### config.mk
export PLATFORM = sky130hd
export DESIGN_NAME = serial_subtractor_n
export DESIGN_NICKNAME = d
export VERILOG_FILES = /design/src/rtl/serial_subtractor_n.sv
export SDC_FILE = /design/constraint.sdc
export NUM_CORES = 1
export LEC_CHECK = 0
export ABC_AREA = 0
export BUFFER_PORTS_ARGS = -buffer_cell sky130_fd_sc_hd__buf_4
export CAP_MARGIN = 20
export CORE_MARGIN = 3
export CORE_UTILIZATION = 54
export DETAILED_ROUTE_END_ITERATION = 10
export PLACE_DENSITY = 0.77
export SYNTH_ARGS = -nofsm -noshare
export SYNTH_HDL_FRONTEND = slang
export SYNTH_SLANG_ARGS = --single-unit
### constraint.sdc
create_clock -name clk -period 1.8 [get_ports clk]
set_input_delay 0.09 -clock clk [delete_from_list [all_inputs] [get_ports clk]]
set_output_delay 0.09 -clock clk [all_outputs]
set_load 0.02 [all_outputs]
### src/rtl/serial_subtractor_n.sv
// Bit-serial N-bit subtractor: diff = a - b - b_in, one bit per clock, LSB first,
// with valid/ready handshakes on the operand and result sides.
module serial_subtractor_n #(
   parameter int unsigned N = 8
) (
   input  logic         clk,
   input  logic         rst_n,
   input  logic         i_valid,
   output logic         i_ready,
   input  logic [N-1:0] a,
   input  logic [N-1:0] b,
   input  logic         b_in,
   output logic         o_valid,
   input  logic         o_ready,
   output logic [N-1:0] diff,
   output logic         b_out,
   output logic         overflow
);

   localparam int unsigned CW = $clog2(N) + 1;

   localparam logic [1:0] S_IDLE = 2'd0;
   localparam logic [1:0] S_BUSY = 2'd1;
   localparam logic [1:0] S_DONE = 2'd2;

   localparam logic [CW-1:0] LAST_BIT = CW'(N - 1);
   // Only meaningful for N >= 2; guarded at its single use.
   localparam logic [CW-1:0] PEN_BIT  = (N >= 2) ? CW'(N - 2) : '0;

   logic [1:0]    state;
   logic [1:0]    state_next;
   logic [N-1:0]  a_sr;
   logic [N-1:0]  b_sr;
   logic [N-1:0]  d_sr;
   logic [N-1:0]  d_shift;
   logic [CW-1:0] cnt;
   logic          brw;
   logic          brw_next;
   logic          d_bit;
   logic          msb_brw;

   // State register plus registered handshake flags that track the next state.
   always_ff @(posedge clk) begin
      if (!rst_n) begin
         state   <= S_IDLE;
         i_ready <= 1'b1;
         o_valid <= 1'b0;
      end else begin
         state   <= state_next;
         i_ready <= (state_next == S_IDLE);
         o_valid <= (state_next == S_DONE);
      end
   end

   always_comb begin
      state_next = state;
      case (state)
         S_IDLE:  if (i_valid) state_next = S_BUSY;
         S_BUSY:  if (cnt == LAST_BIT) state_next = S_DONE;
         S_DONE:  if (o_ready) state_next = S_IDLE;
         default: state_next = S_IDLE;
      endcase
   end

   // Single full-subtractor cell and the result shift-in.
   always_comb begin
      d_bit            = a_sr[0] ^ b_sr[0] ^ brw;
      brw_next         = (~a_sr[0] & b_sr[0]) | (~(a_sr[0] ^ b_sr[0]) & brw);
      d_shift          = d_sr >> 1;
      d_shift[N-1]     = d_bit;
   end

   always_ff @(posedge clk) begin
      if (!rst_n) begin
         a_sr     <= '0;
         b_sr     <= '0;
         d_sr     <= '0;
         cnt      <= '0;
         brw      <= 1'b0;
         msb_brw  <= 1'b0;
         diff     <= '0;
         b_out    <= 1'b0;
         overflow <= 1'b0;
      end else begin
         case (state)
            S_IDLE: begin
               if (i_valid) begin
                  a_sr    <= a;
                  b_sr    <= b;
                  brw     <= b_in;
                  msb_brw <= b_in;
                  cnt     <= '0;
               end
            end
            S_BUSY: begin
               a_sr <= a_sr >> 1;
               b_sr <= b_sr >> 1;
               d_sr <= d_shift;
               brw  <= brw_next;
               cnt  <= cnt + CW'(1);
               // Borrow entering the MSB, needed for signed overflow.
               if ((N >= 2) && (cnt == PEN_BIT)) msb_brw <= brw_next;
               if (cnt == LAST_BIT) begin
                  diff     <= d_shift;
                  b_out    <= brw_next;
                  overflow <= msb_brw ^ brw_next;
               end
            end
            default: ;
         endcase
      end
   end

endmodule

After elaboration in Yosys (flattened, before gate mapping):

Index checks and enable logic that the tools add are counted.

* input bits: 21
* memory bits (read-only): 0
* bits in registers: 44
* latch bits: 0
* memories kept: 0
* output and inout bits: 12
* RAM bits: 0

* $lt $le $gt $ge: 0
* mux-type cells: 14
* add/subtract/negate cells: 1
* shifts and indexed selects: 0
* eq/ne operators: 7
* multiply operators: 0
* bitwise operators: 8
* reduce and logical (&&, ||, !) cells: 6
* divide/modulo/power cells: 0

Operator list (number)
* $pmux W8 S2: 2
* $mux W8: 2
* $eq A4 B3 Y1 const B: 2
* $pmux W4 S2: 1
* $mux W2: 3
* $pmux W2 S3: 1
* $add A4 B1 Y4 const B: 1
* $eq A2 B2 Y1 const B: 2
* $logic_not A2 Y1: 2
* $mux W4: 1
* $ne A2 B2 Y1 const B: 2
* $pmux W1 S2: 2
* $reduce_and A2 Y1: 2
* $reduce_and A3 Y1: 1
* $xor A1 B1 Y1: 3
* $and A1 B1 Y1: 2
* $eq A2 B1 Y1 const B: 1
* $mux W1: 2
* $not A1 Y1: 2
* $reduce_bool A2 Y1: 1
* $or A1 B1 Y1: 1

Depth between registers and ports, before layout:

Gate-level depths: netlist of the first run.

* depth in word-level cells: 6
* gate-level depth with buffers: 5
* depth with buffers taken out: 5

Least setup slack after synthesis of the first run:

OpenSTA, ideal clock, no wires.

* kind: register to register
* start: reg cnt[1]
* end: reg diff[7]
* path buffers: 1
* data arrival time: 1.170 ns
* setup slack: 0.544 ns
* stages on the path, launching flop included: 6
* path through: dfxtp_1 -> ha_1 -> and4b_1 -> buf_2 -> a21oi_1 -> a211oi_1

* word-level cells in the longest chain between the ends: 2

RTL lines
* from (decl): line 36 `logic [CW-1:0] cnt;`
* from (signal assigned): line 100 `cnt <= cnt + CW'(1);`
* $eq A4 B3 Y1: line 103 `if (cnt == LAST_BIT) begin`
* $reduce_and A2 Y1 (no line)
* to (signal assigned): line 104 `diff <= d_shift;`
* to (decl): line 15 `output logic [N-1:0] diff,`

No other way between the ends.
A chain may end at the register's enable or synchronous reset.

Final worst setup path of the first run:

* start: reg state[1]
* end: reg msb_brw

* word-level cells in the longest chain between the ends: 3
* elaborated cells on any way between the ends: 7
* those cells by class: 3 x eq/ne; 1 x mux; 3 x reduce/logical

RTL lines
* from (decl): line 30 `logic [1:0] state;`
* from (signal assigned): line 49 `state <= state_next;`
* $eq A2 B1 Y1 or $logic_not A2 Y1 (tied branches): line 85 `case (state)`
* $ne A2 B2 Y1 (no line) or $reduce_bool A2 Y1 (tied branches)
* $reduce_and A3 Y1 (no line)
* to (signal assigned): line 91 `msb_brw <= b_in;`
* to (signal assigned): line 102 `if ((N >= 2) && (cnt == PEN_BIT)) msb_brw <= brw_next;`
* to (decl): line 40 `logic msb_brw;`

Several ways; a longest one is shown, not always the timed one.

==> results of run 1 <==
## timing repair
action	in CTS	in global routing
buffers inserted	0	0
hold buffers	1	0
hold endpoints to repair	1	0
## critical path, delay by kind of cell, from the launching register on
| kind | cells | cell delay [ns] |
|---|---|---|
| flops | 1 | 0.46 |
| simple gates | 1 | 0.08 |
| compound gates | 2 | 0.84 |
## cells in the final DEF (no fill, tap or decap), drive strengths merged, types with 2 or more instances in the layout
master | synthesis | routed
nor3 | 4 | 4
nand2b | 2 | 2
clkbuf | 8 | 6
a32oi | 2 | 2
a211oi | 3 | 3
clkinv | 3 | 4
ha | 2 | 2
nand2 | 15 | 15
a21oi | 32 | 32
nor2 | 22 | 22
nand3 | 10 | 10
o2bb2ai | 14 | 14
o21a | 2 | 2
buf | 8 | 39
inv | 2 | 2
o21ai | 23 | 23
dfxtp | 43 | 43
## path summary, 6_finish.rpt
check,cells past startpoint,end,slack [ns]
worst min-delay path,3,b_sr[7],0.02
worst max register to register,3,msb_brw,0.31
worst max-delay path,3,msb_brw,0.31
worst min register to register,2,d_sr[1],0.47
## power by group
part	leakage [nW]	internal, mW	switching (mW)
clock	0.0341	0.181	0.295
sequential	0.352	0.997	0.0301
combinational	0.441	0.102	0.117
## kinds of logic (layout without fill, tap and decap cells)
logic type,after synthesis,in the layout,synth area share [%]
AOI/OAI and AO/OA,84,84,29.2
and+or+nand+nor,58,58,14.4
DFF,43,43,47.8
buffers and inverters,21,52,5.07
adders and majority gates,3,3,2.50
xor gates and xnor gates,1,1,0.486
muxes,1,1,0.556
## layer usage
metal	up-vias	track usage [%]	part of all wire, %
met4	0	8.89	2.2
met5	-	0	0
met3	12	7.56	6.0
met2	61	34.9	45
li1	816	-	-
met1	769	30.9	46
## area by class of cell
type,count,share of cell area [%]
flip-flops and latches,43,40.2
multi-input cells,147,39.6
repair buffers,40,14.1
well taps,44,2.57
clock buffers,6,2.39
inverters,5,0.876
clock inverters,1,0.234
## flip-flops by register name (all words and copies together), names as in the netlist
name and cells:
a_sr 8, b_out 1, b_sr 8, brw 1, cnt 4, d_sr 7, diff 8, i_ready 1
msb_brw 1, o_valid 1, overflow 1, state 2
## cell usage after synthesis, types with 3 or more instances
| master | n |
|---|---|
| clkbuf_1 | 8 |
| nand3_1 | 10 |
| dfxtp_1 | 43 |
| clkinv_1 | 3 |
| nand2_1 | 15 |
| nor3_1 | 4 |
| nor2_1 | 22 |
| o2bb2ai_1 | 14 |
| a21oi_1 | 32 |
| buf_2 | 7 |
| a211oi_1 | 3 |
| o21ai_0 | 23 |
==> reports/metrics.cfg, run 1 <==
[routing]
antenna_left=0
wl_mm=4.23
vias=1658
first_pass_iters=4
avgViaCountPerCell=5.80
drc=0
first_iter_violations=142
wire_per_inst_um=14.8

[place]
portBuffers=32
gp_congestion=0.831
post-place-ws_ns=0.332
hpwl_mm=2.98
placed_cell_area_mm2=0.00208
post-place-cells=278

[clock_tree]
clk_pin_slew_ns=0.11
cts_num_sinks=43
ctsHtreeMaxLevel=2
cts_buffers=5
cts_tree=done
cts-root-buf=clkbuf_4
clkLatencyLatePin_ns=0.35
cts.path.max_buffers=2
cts-resized-gates=0

[die]
io_pins=33
rows=20
die_h_um=63.8
die-area_mm2=0.00407
start_util_pct=57.6
coreArea_mm2=0.00313
die_x_um=63.8

[timing]
fmax_ghz=0.672
slew_viol_final=0
holdWs_ns=0.0194
finClkSkew_ns=0.00409
relSlewSlack_pct=70.5
fin_crit_sh_pct=82.7
min_period_ns=1.49
hold_viol=0
rsz0062_at_grt=false
tightest_slew_ns=0.442
fin_setup_tns_ns=0
finalSetupViolCount=0
worst_slack_ns=0.311

[global_route]
grt_overflow=0
first_global_vias=1606
grt_pass1_wl_mm=7.39
grt_max_degree=26
track_usage_pct=23.2
antenna_found_initial=0

[hold_path]
min_path_type=in2reg
holdCritStartpoint=b[7]

[finish]
fin_nets=266
multi_input_area_um2=850
fin_area_mm2=0.00214
stdcell_count=286
layout-drive-gt1-share_pct=19.8
nFillCells=270
final_util_pct=68.5
register_area_um2=861
n_antenna_cell=0
syn_to_final_growth_pct=19.0

[synthesis]
yosysTopAreaCellShare_pct=47.8
synth_warnings=0
syn_area_per_cell_um2=8.54
synth_edf_count=0
yosysUniqueCellTypes=34
synthArstFlopShare_pct=0
synth_area_leaders=dfxtp_1 (48%), a21oi_1 (8.9%), o2bb2ai_1 (6.8%)
synth_seq_cells=43
synthFlopType=dfxtp_1
synthCells=211
ys_seq_area_share_pct=47.8
synth_fp_nets=235
yosysTopAreaCell=dfxtp_1
netlist_area_mm2=0.00180

[worst_setup_path]
critPathMaxFanout=17
cp.required_ns=2.06
slowest_delay_ns=0.50
r2r_start=state[1]
slowest_stage=o21ba_2
crit_type=reg2reg
endpoint_kind=register
arrival_ns=1.74
cp_cell_sequence=o21ba_2 > nor2_1 > a2111oi_1
startpoint=state[1]
startpoint_type=register

[job]
max_cap_violations=0

[pwr]
leakagePower_nw=0.827
power_mw=1.72
power_density_mw_per_mm2=803
ir_drop_mv=0.424

[run_status]
status=finished, final reports clean

(Power assumes the default switching activity.)
==> run 2: changes to the inputs <==
- CORE_UTILIZATION: 54 -> 49
- PLACE_DENSITY: 0.77 -> 0.73
- clock period: 1.8 -> 1.2 ns (I/O delays scaled with it)
==> run 2 against run 1 <==
The flow now finishes with violations (negative setup slack). Wire length grew 4.2%. Non-clock buffer count rose by 17. Critical path depth is the same. Power is 71% higher. First-iteration DRC count is the same. Clock skew decreased by 0.0016 ns. Critical endpoint is now overflow. Global-route usage fell by 2.5 points. Clock power up 110%. Maximum frequency is 22% higher.
==> reports/metrics.cfg, run 2 (synthesis gave the netlist of run 1 again) <==
[global_route]
gr-usage-met2_pct=30.4  ; was 34.9%
first_global_vias=1503  ; was 1606
antenna_found_initial=0  ; unchanged
track_usage_pct=20.7  ; was 23.2%
grt_pass1_wl_mm=6.99  ; was 7.39 mm
grt_max_degree=26  ; unchanged
grtUsageMet1_pct=28.9  ; was 30.9%
grt_busiest_layer=met2  ; unchanged
grt_use_met3_pct=6.07  ; was 7.56%
grt_overflow=0  ; unchanged

[pwr]
leakagePower_nw=0.947  ; was 0.827 nW
ir_drop_mv=1.11  ; was 0.424 mV
power_mw=2.95  ; was 1.72 mW
power_density_mw_per_mm2=1210  ; was 803 mW/mm²

[hold_path]
min_path_type=in2reg  ; unchanged

[timing]
rsz0062_at_grt=true  ; was false
slew_viol_final=0  ; unchanged
tightest_slew_ns=0.298  ; was 0.442 ns
finalSetupViolCount=1  ; was 0
relSlewSlack_pct=80.0  ; was 70.5%
worst_slack_ns=-0.0207  ; was 0.311 ns
fin_crit_sh_pct=102  ; was 82.7%
finClkSkew_ns=0.00252  ; was 0.00409 ns
fin_setup_tns_ns=-0.0207  ; was 0 ns
hold_viol=0  ; unchanged
min_period_ns=1.22  ; was 1.49 ns
fmax_ghz=0.819  ; was 0.672 GHz

[worst_setup_path]
crit_type=reg2reg  ; unchanged
slowest_stage=fa_2  ; was o21ba_2
startpoint_type=register  ; unchanged
worst-path-buf-inv=0  ; unchanged
arrival_ns=1.44  ; was 1.74 ns
critPathMaxFanout=4  ; was 17
endpoint_kind=register  ; unchanged
cp_cell_sequence=fa_2 > xnor2_1 > a211oi_1  ; was o21ba_2 > nor2_1 > a2111oi_1
cp_top_family=adder cells  ; was compound AO/OA/AOI/OAI gates
slowest_delay_ns=0.44  ; was 0.50 ns
cp.required_ns=1.42  ; was 2.06 ns

[die]
start_util_pct=52.3  ; was 57.6%
rows=21  ; was 20
die_h_um=66.6  ; was 63.8 µm
io_pins=33  ; unchanged
coreArea_mm2=0.00344  ; was 0.00313 mm²
die-area_mm2=0.00444  ; was 0.00407 mm²
die_x_um=66.6  ; was 63.8 µm

[finish]
layout-drive-gt1-share_pct=32.3  ; was 19.8%
layout.cells.most_common_list=buf_4 (51), dfxtp_1 (38), a21oi_1 (32), nor2_1 (22), nand2_1 (15)  ; was dfxtp_1 (43), buf_4 (39), a21oi_1 (32), o21ai_0 (23), nor2_1 (22)
n_antenna_cell=0  ; unchanged
layout_commonest_cell=buf_4  ; was dfxtp_1
largest_registers=a_sr (8), b_sr (8), diff (8)  ; unchanged
stdcell_count=306  ; was 286
syn_to_final_growth_pct=35.3  ; was 19.0%
fin_nets=283  ; was 266
fin_area_mm2=0.00244  ; was 0.00214 mm²

[place]
portBuffers=32  ; unchanged
placed_cell_area_mm2=0.00219  ; was 0.00208 mm²
gp_congestion=0.816  ; was 0.831
hpwl_mm=2.81  ; was 2.98 mm
post-place-ws_ns=-0.0703  ; was 0.332 ns
post-place-cells=295  ; was 278

[clock_tree]
cts.path.max_buffers=2  ; unchanged
cts_buffers=5  ; unchanged
clkLatencyLatePin_ns=0.30  ; was 0.35 ns
cts_num_sinks=43  ; unchanged
cts_tree=done  ; unchanged
cts-root-buf=clkbuf_8  ; was clkbuf_4
ctsHtreeMaxLevel=2  ; unchanged
holdBufCountCts=0  ; was 1
clk_pin_slew_ns=0.08  ; was 0.11 ns

[routing]
antenna_left=0  ; unchanged
first_pass_iters=5  ; was 4
wl_mm=4.41  ; was 4.23 mm
drc=0  ; unchanged
avgViaCountPerCell=5.53  ; was 5.80
wire_per_inst_um=14.4  ; was 14.8 µm
first_iter_violations=142  ; unchanged
vias=1693  ; was 1658

[job]
max_cap_violations=0  ; unchanged

[run_status]
status=finished, violations left  ; was finished, final reports clean
violations=negative setup slack

run 2: cell count changes in the layout (fill, tap and decap cells not counted), sizes merged:
| cell | delta |
|---|---|
| buf | +18 |
| clkbuf | +2 |
| clkinv | -1 |
| dlygate4sd3 | -1 |
run 2: per-layer routing:
| layer | vias to the layer above | share of wire, % |
|---|---|---|
| li1 | 851 | - |
| met1 | 796 | 48 |
| met2 | 42 | 47 |
| met3 | 4 | 4.7 |
| met4 | 0 | 1.1 |
| met5 | - | 0 |
run 2: cell type report:
cell class / instances / area (µm²)
multi-input cells: 147 / 933
inverters: 5 / 21.3
clock buffers: 8 / 100
well taps: 46 / 57.6
flip-flops and latches: 43 / 875
repair buffers: 57 / 450
fillers: 284 / 1000
run 2: worst min-delay path, cell delays in order:
cell and delay [ns]:
buf_4 0.08, a32oi_1 0.08, nor2_1 0.07
run 2: path summary, 6_finish.rpt:
path / cells past startpoint / slack, ns / start / endpoint
max: 3 / -0.02 / brw / overflow
min: 3 / 0.03 / b[7] / b_sr[7]
max reg2reg: 3 / -0.02 / brw / overflow
min reg2reg: 2 / 0.47 / d_sr[1] / d_sr[1]
run 2: what timing repair did:
item,in CTS,in global routing
gates resized for setup,14,27
setup buffers,1,2
endpoints found under the hold margin,0,0
endpoints found under the setup margin,34,28
pin swaps,5,4
run 2: report_power, final:
part	internal, mW	switching [mW]
logic	0.205	0.205
clock network	0.525	0.478
registers	1.49	0.0455
run 2: metrics by stage:
step	utilization (%)	hold slack, ns
floorplan	-	0.232
global placement	63.8	0.326
detailed placement	63.8	0.345
CTS	68.0	0.0301
global route	70.8	0.0534
finish	70.8	0.0274
